<file path="src/rtl/clock_period_meter.sv">
// clock_period_meter: measures period and high time of a slow input in clk_in cycles.
// Build option: define CLK_METER_SYNC_EN to add a two-flop synchroniser ahead of the edge detector.
module clock_period_meter #(
  parameter int WIDTH = 16
) (
  input  logic             clk_in,
  input  logic             reset,
  input  logic             sleep,
  input  logic             sig_in,
  output logic [WIDTH-1:0] period,
  output logic [WIDTH-1:0] high_time,
  output logic             meas_valid,
  output logic             locked,
  output logic             stalled
);

  localparam logic [WIDTH-1:0] MAX_COUNT = '1;

  typedef enum logic {IDLE, MEASURE} state_t;

  state_t           r_state, w_state_next;
  logic             r_sig_s, r_sig_d, r_sleep_d, r_have_prev;
  logic [WIDTH-1:0] r_cnt, r_hcnt, r_period, r_high_time;
  logic             r_meas_valid, r_locked, r_stalled;
  logic             w_sample, w_rise, w_fall, w_active, w_wake, w_measure, w_stall;

`ifdef CLK_METER_SYNC_EN
  logic r_sync1, r_sync2;

  always_ff @(posedge clk_in) begin
    if (reset) begin
      r_sync1 <= 1'b0;
      r_sync2 <= 1'b0;
    end else if (!sleep) begin
      r_sync1 <= sig_in;
      r_sync2 <= r_sync1;
    end
  end

  assign w_sample = r_sync2;
`else
  assign w_sample = sig_in;
`endif

  assign w_rise   = r_sig_s & ~r_sig_d;
  assign w_fall   = ~r_sig_s & r_sig_d;
  assign w_active = ~sleep;
  assign w_wake   = w_active & r_sleep_d;
  // A wake cycle never produces a strobe or a stall: the first period after sleep is discarded.
  assign w_measure = w_active & ~w_wake & (r_state == MEASURE) & w_rise;
  assign w_stall   = w_active & ~w_wake & (r_state == MEASURE) & ~w_rise & (r_cnt == MAX_COUNT);

  // NOTE: sequential state uses non-blocking assignments so every flop samples pre-edge values.
  always_ff @(posedge clk_in) begin
    if (reset) begin
      r_sig_s   <= 1'b0;
      r_sig_d   <= 1'b0;
      r_sleep_d <= 1'b0;
      r_cnt     <= '0;
      r_hcnt    <= '0;
      r_state   <= IDLE;
    end else begin
      r_sleep_d <= sleep;
      r_state   <= w_state_next;
      if (w_active) begin
        r_sig_s <= w_sample;
        r_sig_d <= r_sig_s;
        if (w_rise)                  r_cnt <= {{(WIDTH-1){1'b0}}, 1'b1};
        else if (r_cnt != MAX_COUNT) r_cnt <= r_cnt + 1'b1;
        if (w_rise)                                r_hcnt <= {{(WIDTH-1){1'b0}}, 1'b1};
        else if (r_sig_s && r_hcnt != MAX_COUNT)   r_hcnt <= r_hcnt + 1'b1;
      end
    end
  end

  // NOTE: the default is assigned first so no path leaves w_state_next unassigned (no latch).
  always_comb begin
    w_state_next = r_state;
    if (w_active) begin
      if (w_wake) begin
        w_state_next = w_rise ? MEASURE : IDLE;
      end else begin
        unique case (r_state)
          IDLE:    if (w_rise)  w_state_next = MEASURE;
          MEASURE: if (w_stall) w_state_next = IDLE;
          default: w_state_next = IDLE;
        endcase
      end
    end
  end

  always_ff @(posedge clk_in) begin
    if (reset) begin
      r_period     <= '0;
      r_high_time  <= '0;
      r_meas_valid <= 1'b0;
      r_locked     <= 1'b0;
      r_stalled    <= 1'b0;
      r_have_prev  <= 1'b0;
    end else begin
      r_meas_valid <= w_measure;
      if (w_measure) begin
        r_period    <= r_cnt;
        r_stalled   <= 1'b0;
        r_locked    <= (r_cnt == r_period) && r_have_prev;
        r_have_prev <= 1'b1;
      end else if (w_stall) begin
        r_stalled   <= 1'b1;
        r_locked    <= 1'b0;
        r_have_prev <= 1'b0;
      end else if (w_wake) begin
        r_locked    <= 1'b0;
        r_have_prev <= 1'b0;
      end
      // hcnt is zero only before the first rise after reset.
      if (w_active && w_fall && r_hcnt != '0) r_high_time <= r_hcnt;
    end
  end

  assign period     = r_period;
  assign high_time  = r_high_time;
  assign meas_valid = r_meas_valid;
  assign locked     = r_locked;
  assign stalled    = r_stalled;

endmodule

</file>
<file path="config.mk">
export PLATFORM = sky130hd
export DESIGN_NAME = clock_period_meter
export DESIGN_NICKNAME = d
export VERILOG_FILES = /design/src/rtl/clock_period_meter.sv
export SDC_FILE = /design/constraint.sdc
export NUM_CORES = 1
export LEC_CHECK = 0
export CORE_MARGIN = 5
export CORE_UTILIZATION = 45
export DETAILED_ROUTE_END_ITERATION = 8
export GPL_TIMING_DRIVEN = 0
export PLACE_DENSITY_LB_ADDON = 0.08
export RECOVER_POWER = 100
export SLEW_MARGIN = 20
export SYNTH_ARGS = -nofsm -noshare
export SYNTH_HDL_FRONTEND = slang
export SYNTH_SLANG_ARGS = --single-unit
export TNS_END_PERCENT = 5
</file>
<file path="constraint.sdc">
create_clock -name clk_in -period 2 [get_ports clk_in]
set_clock_uncertainty 0.15 [all_clocks]
set_input_delay 0.2 -clock clk_in [delete_from_list [all_inputs] [get_ports clk_in]]
set_output_delay 0.2 -clock clk_in [all_outputs]
set_load 0.02 [all_outputs]
</file>
==> results of run 1 <==
## what timing repair did
item                                    in CTS  in global routing
pin swaps                                    1                  5
gates resized for setup                      9                 13
buffers inserted                             2                  2
endpoints found under the setup margin      44                 48
gates cloned                                 0                  1
## final cells by class
type / count / area share
Inverter: 5 / 0.00455
Multi-Input combinational cell: 300 / 0.432
Tap cell: 99 / 0.0300
Clock buffer: 11 / 0.0318
Sequential cell: 72 / 0.351
Timing Repair Buffer: 43 / 0.101
Clock inverter: 5 / 0.0197
Buffer: 24 / 0.0297
## worst min-delay path, delay by kind of cell, from the launching register on
family / cells / cell delay (ps)
flops: 1 / 310
simple gates: 1 / 50
compound gates: 1 / 50
## state kept, by name (all words and copies together) (netlist names)
| name | flops |
|---|---|
| r_sig_d | 1 |
| period | 16 |
| r_sleep_d | 1 |
| meas_valid | 1 |
| r_cnt | 16 |
| locked | 1 |
| stalled | 1 |
| high_time | 16 |
| r_sig_s | 1 |
| r_hcnt | 16 |
| r_state | 1 |
| r_have_prev | 1 |
## final timing paths
| check | end | slack (ps) | cells after the start |
|---|---|---|---|
| worst max register to register | r_cnt[13] | 40 | 7 |
| worst min-delay path | high_time[6] | 300 | 2 |
| worst min register to register | high_time[6] | 300 | 2 |
| worst max-delay path | r_cnt[13] | 40 | 7 |
## metrics by stage
step / worst slack [ps] / setup TNS, ps / util
6_report: 41.3 / 0 / 0.572
3_3_place_gp: -442 / -14510 / 0.529
2_1_floorplan: 189 / 0 / -
4_1_cts: 8.96 / 0 / 0.564
3_5_place_dp: -461 / -15650 / 0.529
5_1_grt: -76.1 / -427 / 0.572
## layer usage
metal  vias up  share of wire
li1       1507              -
met1      1409           0.43
met2        66           0.52
met3        12          0.038
met4         0          0.018
met5         -              0
## power by group
part | switching, uW | leakage [uW] | internal (uW)
Sequential | 12.9 | 0.000583 | 1440
Combinational | 74.4 | 0.000758 | 37.5
Clock | 563 | 0.000104 | 703
Total | 650 | 0.00144 | 2180
## kinds of logic (layout without fill, tap and decap cells)
logic type / after synthesis / after routing / share of synthesized area
AO/OA/AOI/OAI: 75 / 75 / 0.130
flip-flops: 72 / 72 / 0.435
multiplexers: 1 / 1 / 0.00302
AND/OR/NAND/NOR: 188 / 188 / 0.292
buffers and inverters: 30 / 88 / 0.0408
XOR/XNOR: 33 / 33 / 0.0873
adder cells (fa/ha/maj): 3 / 3 / 0.0113
## cell usage in the layout (no fill, tap or decap), types with 2 or more instances in the layout
cell / netlist / layout
a211oi_1: 3 / 3
xor2_1: 7 / 7
nor2_1: 32 / 32
o21ai_0: 4 / 4
and3_1: 5 / 5
a31oi_1: 2 / 2
o211ai_1: 2 / 2
clkbuf_2: 0 / 2
nand2_1: 63 / 62
nor3_1: 10 / 10
xnor2_1: 26 / 26
nand3_1: 28 / 27
nand4_1: 9 / 9
or4_1: 3 / 3
nand3_2: 1 / 2
buf_4: 0 / 6
nor3b_1: 3 / 2
buf_2: 12 / 12
clkbuf_8: 0 / 9
nor4_1: 5 / 5
dfxtp_2: 0 / 3
or3_1: 7 / 7
inv_1: 5 / 5
a22oi_1: 2 / 2
o21ai_1: 4 / 4
and4_1: 5 / 5
nand2b_1: 3 / 2
o31ai_1: 4 / 4
dlygate4sd3_1: 0 / 16
dfxtp_1: 72 / 68
a21oi_1: 50 / 50
ha_1: 3 / 3
clkdlybuf4s50_1: 0 / 22
bufinv_16: 0 / 2
clkbuf_1: 9 / 9
or2_2: 3 / 2
==> impl_metrics.json, run 1 <==
{
  "run_status": "finished, final reports clean",
  "power_uw": 2830,
  "stdcell_count": 559,
  "drc": 0,
  "crit_path_end_kind": "register",
  "postLayoutCellArea_sq_mm": 0.00413,
  "drive_gt1_frac": 0.126,
  "cp_slowest_stage_delay_ps": 390,
  "synthArstFlopShare": 0,
  "nNetsFinal": 462,
  "synth_cell_types": 46,
  "holdWs_ps": 303,
  "post_drt_wl_per_cell_um": 15.0,
  "dp_cells": 539,
  "ant_nets": 0,
  "avgViaCountPerCell": 5.36,
  "grt_pass1_wl_mm": 13.4,
  "cts_root_buffer": "clkbuf_8",
  "drt-total-wl_mm": 8.38,
  "yosysMostFrequentCell": "dfxtp_1",
  "syn2layout_area_growth_pct": 24.6,
  "yosys_most_used_dff": "dfxtp_1",
  "avgSynthCellArea_sq_um": 8.24,
  "antenna_found_initial": 0,
  "met3_usage": 0.0321,
  "netlist_area_sq_mm": 0.00331,
  "synth_edf_count": 0,
  "rr_startpoint": "r_cnt[0]",
  "cts_buffer_depth": 2,
  "diodes": 0,
  "p_leak_uw": 0.00144,
  "path_cells": "ha_1, nand3_2, or2_4, o31ai_4, buf_4, o31ai_1, a21oi_1",
  "vdd_ir_drop_max_uv": 382,
  "crit_fanout": 7,
  "hp-start": "high_time[6]",
  "cts_tree": "built",
  "initial_core_util": 0.459,
  "synthTopCellsByArea": "dfxtp_1, a21oi_1, nand2_1, xnor2_1, nand3_1",
  "clk_pin_slew_worst_paths_ps": 80,
  "grt_max_degree": 13,
  "fp.dieH_um": 95.8,
  "drv_slew": 0,
  "grt.overflow.total": 0,
  "cts.sinks": 72,
  "yosysSeqAreaShare": 0.435,
  "die_w_um": 95.8,
  "synthCells": 402,
  "htree_num_levels": 3,
  "vias": 2994,
  "fin_crit_sh": 0.979,
  "worstSetupPathType": "register to register",
  "drt_iter0_drc": 114,
  "io_buffers": 38,
  "crit_family": "compound AO/OA/AOI/OAI gates",
  "cts_buffers": 9,
  "critPathBufInv": 1,
  "period_needed_ps": 1960,
  "yosysTopAreaCell": "dfxtp_1",
  "finalSetupViolCount": 0,
  "required_ps": 2140,
  "coreArea_sq_mm": 0.00721,
  "synth_nets": 409,
  "multi_input_area_sq_mm": 0.00178,
  "grt.total_usage": 0.191,
  "dpl_cell_area_sq_mm": 0.00382,
  "grt_pass1_vias": 2734,
  "clock_insertion_delay_worst_skew_ps": 360,
  "slowest_stage": "dfxtp_4",
  "netlist.area_leader.share": 0.435,
  "register_area_sq_mm": 0.00145,
  "die-area_sq_mm": 0.00918,
  "dp_hpwl_mm": 5.86,
  "fillCellCount": 699,
  "placementRows": 31,
  "timing.critical_path.arrival_ps": 2100,
  "netlist_top_cells_count": "dfxtp_1, nand2_1, a21oi_1, nor2_1, nand3_1",
  "worstMarginPinSlew_ps": 517,
  "routabilityCongestion": 0.889,
  "cts_hold_buf": 0,
  "rsz0062_at_grt": "yes",
  "grt.busiest_layer": "met2",
  "fmax_mhz": 511,
  "slew_headroom": 0.655,
  "ys_ff_latch": 72,
  "cp-startpoint": "r_cnt[0]",
  "p_per_area_mw_per_mm2": 687,
  "io-pin-count": 39,
  "critPathLaunchType": "register",
  "final_hold_viol_count": 0,
  "met1_usage": 0.224,
  "drtPass1Iterations": 4,
  "grt_util_met2": 0.334,
  "cap_violations": 0,
  "hold_path.class": "register to register",
  "synth_warnings": 0
}
Power figures use the tool's default switching activity.
==> run 2, diff against run 1 <==
Settings changed: ABC_AREA from default to 1, CORE_ASPECT_RATIO from default to 0.8, SLEW_MARGIN 20 to 25.
==> run 2 against run 1 <==
Against the previous run: synthesized area rose by 9.3%; clock-buffer cell count did not move; sequential power barely moved; utilization fell by 1.8 points; maximum frequency rose by 5.3%; hold slack got worse by 160 ps; first-iteration DRC count rose by 120%; total power fell by 0.95%; combinational power rose by 39%; design area rose by 5.8%; die area rose by 8.5%.
==> impl_metrics.json, run 2 <==
{
  "fp.dieH_um": 90.2,
  "drv_slew": 0,
  "ff2ff_path_depth": 11,
  "routabilityCongestion": 0.898,
  "p_per_area_mw_per_mm2": 643,
  "cap_violations": 0,
  "hp-start": "reset",
  "cts_buffers": 9,
  "vdd_ir_drop_max_uv": 273,
  "cts_buffer_depth": 2,
  "ys_ff_latch": 72,
  "placementRows": 29,
  "top_layer": "met4",
  "critPathLaunchType": "register",
  "die-area_sq_mm": 0.00995,
  "synth_nets": 539,
  "rr_startpoint": "r_cnt[0]",
  "drt_iter0_drc": 255,
  "cts_root_buffer": "clkbuf_8",
  "yosysMostFrequentCell": "nand2_1",
  "synthTopCellsByArea": "dfxtp_1, nand2_1, nor2_1, inv_1, nand3_1",
  "final_hold_viol_count": 0,
  "dp_cells": 676,
  "postLayoutCellArea_sq_mm": 0.00436,
  "worstSetupPathType": "register to register",
  "fillCellCount": 803,
  "netlist_top_cells_count": "nand2_1, nor2_1, dfxtp_1, inv_1, nand3_1",
  "hold_path.class": "primary input to register",
  "fin_crit_sh": 0.930,
  "grt_pass1_vias": 3134,
  "grt.overflow.total": 0,
  "dp_hpwl_mm": 7.13,
  "diodes": 0,
  "timing.critical_path.arrival_ps": 1940,
  "post_drt_wl_per_cell_um": 13.8,
  "nNetsFinal": 587,
  "p_leak_uw": 0.00179,
  "finalSetupViolCount": 0,
  "yosysTopAreaCell": "dfxtp_1",
  "initial_core_util": 0.460,
  "worstMarginPinSlew_ps": 538,
  "grt.total_usage": 0.204,
  "dpl_cell_area_sq_mm": 0.00412,
  "required_ps": 2080,
  "ant_nets": 0,
  "slew_headroom": 0.641,
  "holdWs_ps": 139,
  "vias": 3463,
  "synth_warnings": 0,
  "rrSetupSlack_ps": 140,
  "wl_met1_mm": 5.16,
  "wl_met2_mm": 3.73,
  "syn2layout_area_growth_pct": 20.5,
  "pre_cts_slack_ps": 55.3,
  "drc": 0,
  "io-pin-count": 39,
  "yosys_most_used_dff": "dfxtp_1",
  "period_needed_ps": 1860,
  "yosysSeqAreaShare": 0.398,
  "run_status": "finished, final reports clean",
  "holdPathEnd": "high_time[15]",
  "grt_pass1_wl_mm": 16.0,
  "netlist_area_sq_mm": 0.00362,
  "fmax_mhz": 537,
  "synthCells": 532,
  "grt_max_degree": 13,
  "crit_fanout": 10,
  "drtPass1Iterations": 5,
  "drive_gt1_frac": 0.125,
  "crit_path_end_kind": "register",
  "clk_pin_slew_worst_paths_ps": 80,
  "netlist.area_leader.share": 0.398,
  "clock_insertion_delay_worst_skew_ps": 350,
  "io_buffers": 36,
  "antenna_found_initial": 0,
  "r2r-end": "r_cnt[13]",
  "avgViaCountPerCell": 5.00,
  "stdcell_count": 693,
  "synthArstFlopShare": 0,
  "avgSynthCellArea_sq_um": 6.81,
  "synth_cell_types": 33,
  "wl_met3_um": 555,
  "synth_edf_count": 0,
  "final_cell_mix": "nand2_1, nor2_1, dfxtp_1",
  "htree_num_levels": 3,
  "die_w_um": 110,
  "coreArea_sq_mm": 0.00787,
  "fin_ws_ps": 139,
  "holdPathStages": 2,
  "final_common_cell": "nand2_1",
  "drt-total-wl_mm": 9.55,
  "cts_tree": "built",
  "cts.sinks": 72
}
==> run 2: cell types whose count changed after synthesis, sizes merged, moves of 9 or more <==
cell	delta
nand2	+63
xnor2	-25
o22ai	+12
nor2	+75
nand3	+9
o21ai	+15
inv	+65
a21oi	-34
==> run 2: through the flow <==
| stage | TNS, ps | total power [uW] | util |
|---|---|---|---|
| global route | -22.7 | 2890 | 0.554 |
| finish | 0 | 2810 | 0.554 |
| CTS | 0 | 2820 | 0.549 |
| detailed placement | 0 | 1640 | 0.523 |
| global placement | 0 | 1640 | 0.523 |
| floorplan | 0 | 1590 | - |
==> run 2: critical path, stage by stage, from the launching register on <==
cell and delay, ps:
dfxtp_2 380, ha_1 190, nand2_2 100, nor2_4 140, nand2_2 100, inv_2 100, nand2_4 80, nand2_4 130
buf_6 170, nor2_1 50, nor2_1 110, nor2_2 40
==> run 2: cell type report <==
type                       instances  area (sq um)  share of cell area
tap                              108           135              0.0310
clock buffer                      11           141              0.0324
sequential                        72          1450               0.331
inverter                          71           267              0.0611
clock inverter                     5          56.3              0.0129
multi-input combinational        373          1840               0.422
timing repair buffer              37           370              0.0849
buffer                            16           108              0.0247
==> run 2: what timing repair did <==
action	4_1_cts	5_1_grt
buffers inserted	0	0
hold endpoints to repair	1	0
setup endpoints to repair	0	38
resized for setup	0	16
hold buffers	1	0
==> run 2: cells by family after synthesis <==
family,share of synthesized area
flops,0.398
xor+xnor,0.0266
compound gates,0.0874
simple gates,0.376
buf+inv,0.102
fa+ha+maj,0.0104
==> run 2: where the power goes <==
group	switching (uW)	internal, uW
Sequential	13.5	1440
Combinational	109	46.3
Clock	583	609
==> run 2: how the worst max path moves through the flow <==
stage	to	startpoint	slack, ps
floorplan	r_cnt[11]	r_cnt[0]	370
global placement	r_hcnt[9]	r_sig_d	50
detailed placement	r_hcnt[7]	r_sig_d	60
CTS	r_cnt[4]	r_sig_d	40
global route	r_cnt[13]	r_cnt[0]	-20
finish	r_cnt[13]	r_cnt[0]	140
==> run 2: metal layers <==
metal	up-vias	global-route usage
met5	-	0
met4	0	0.0574
met3	8	0.0473
met2	93	0.270
met1	1569	0.324
li1	1793	-
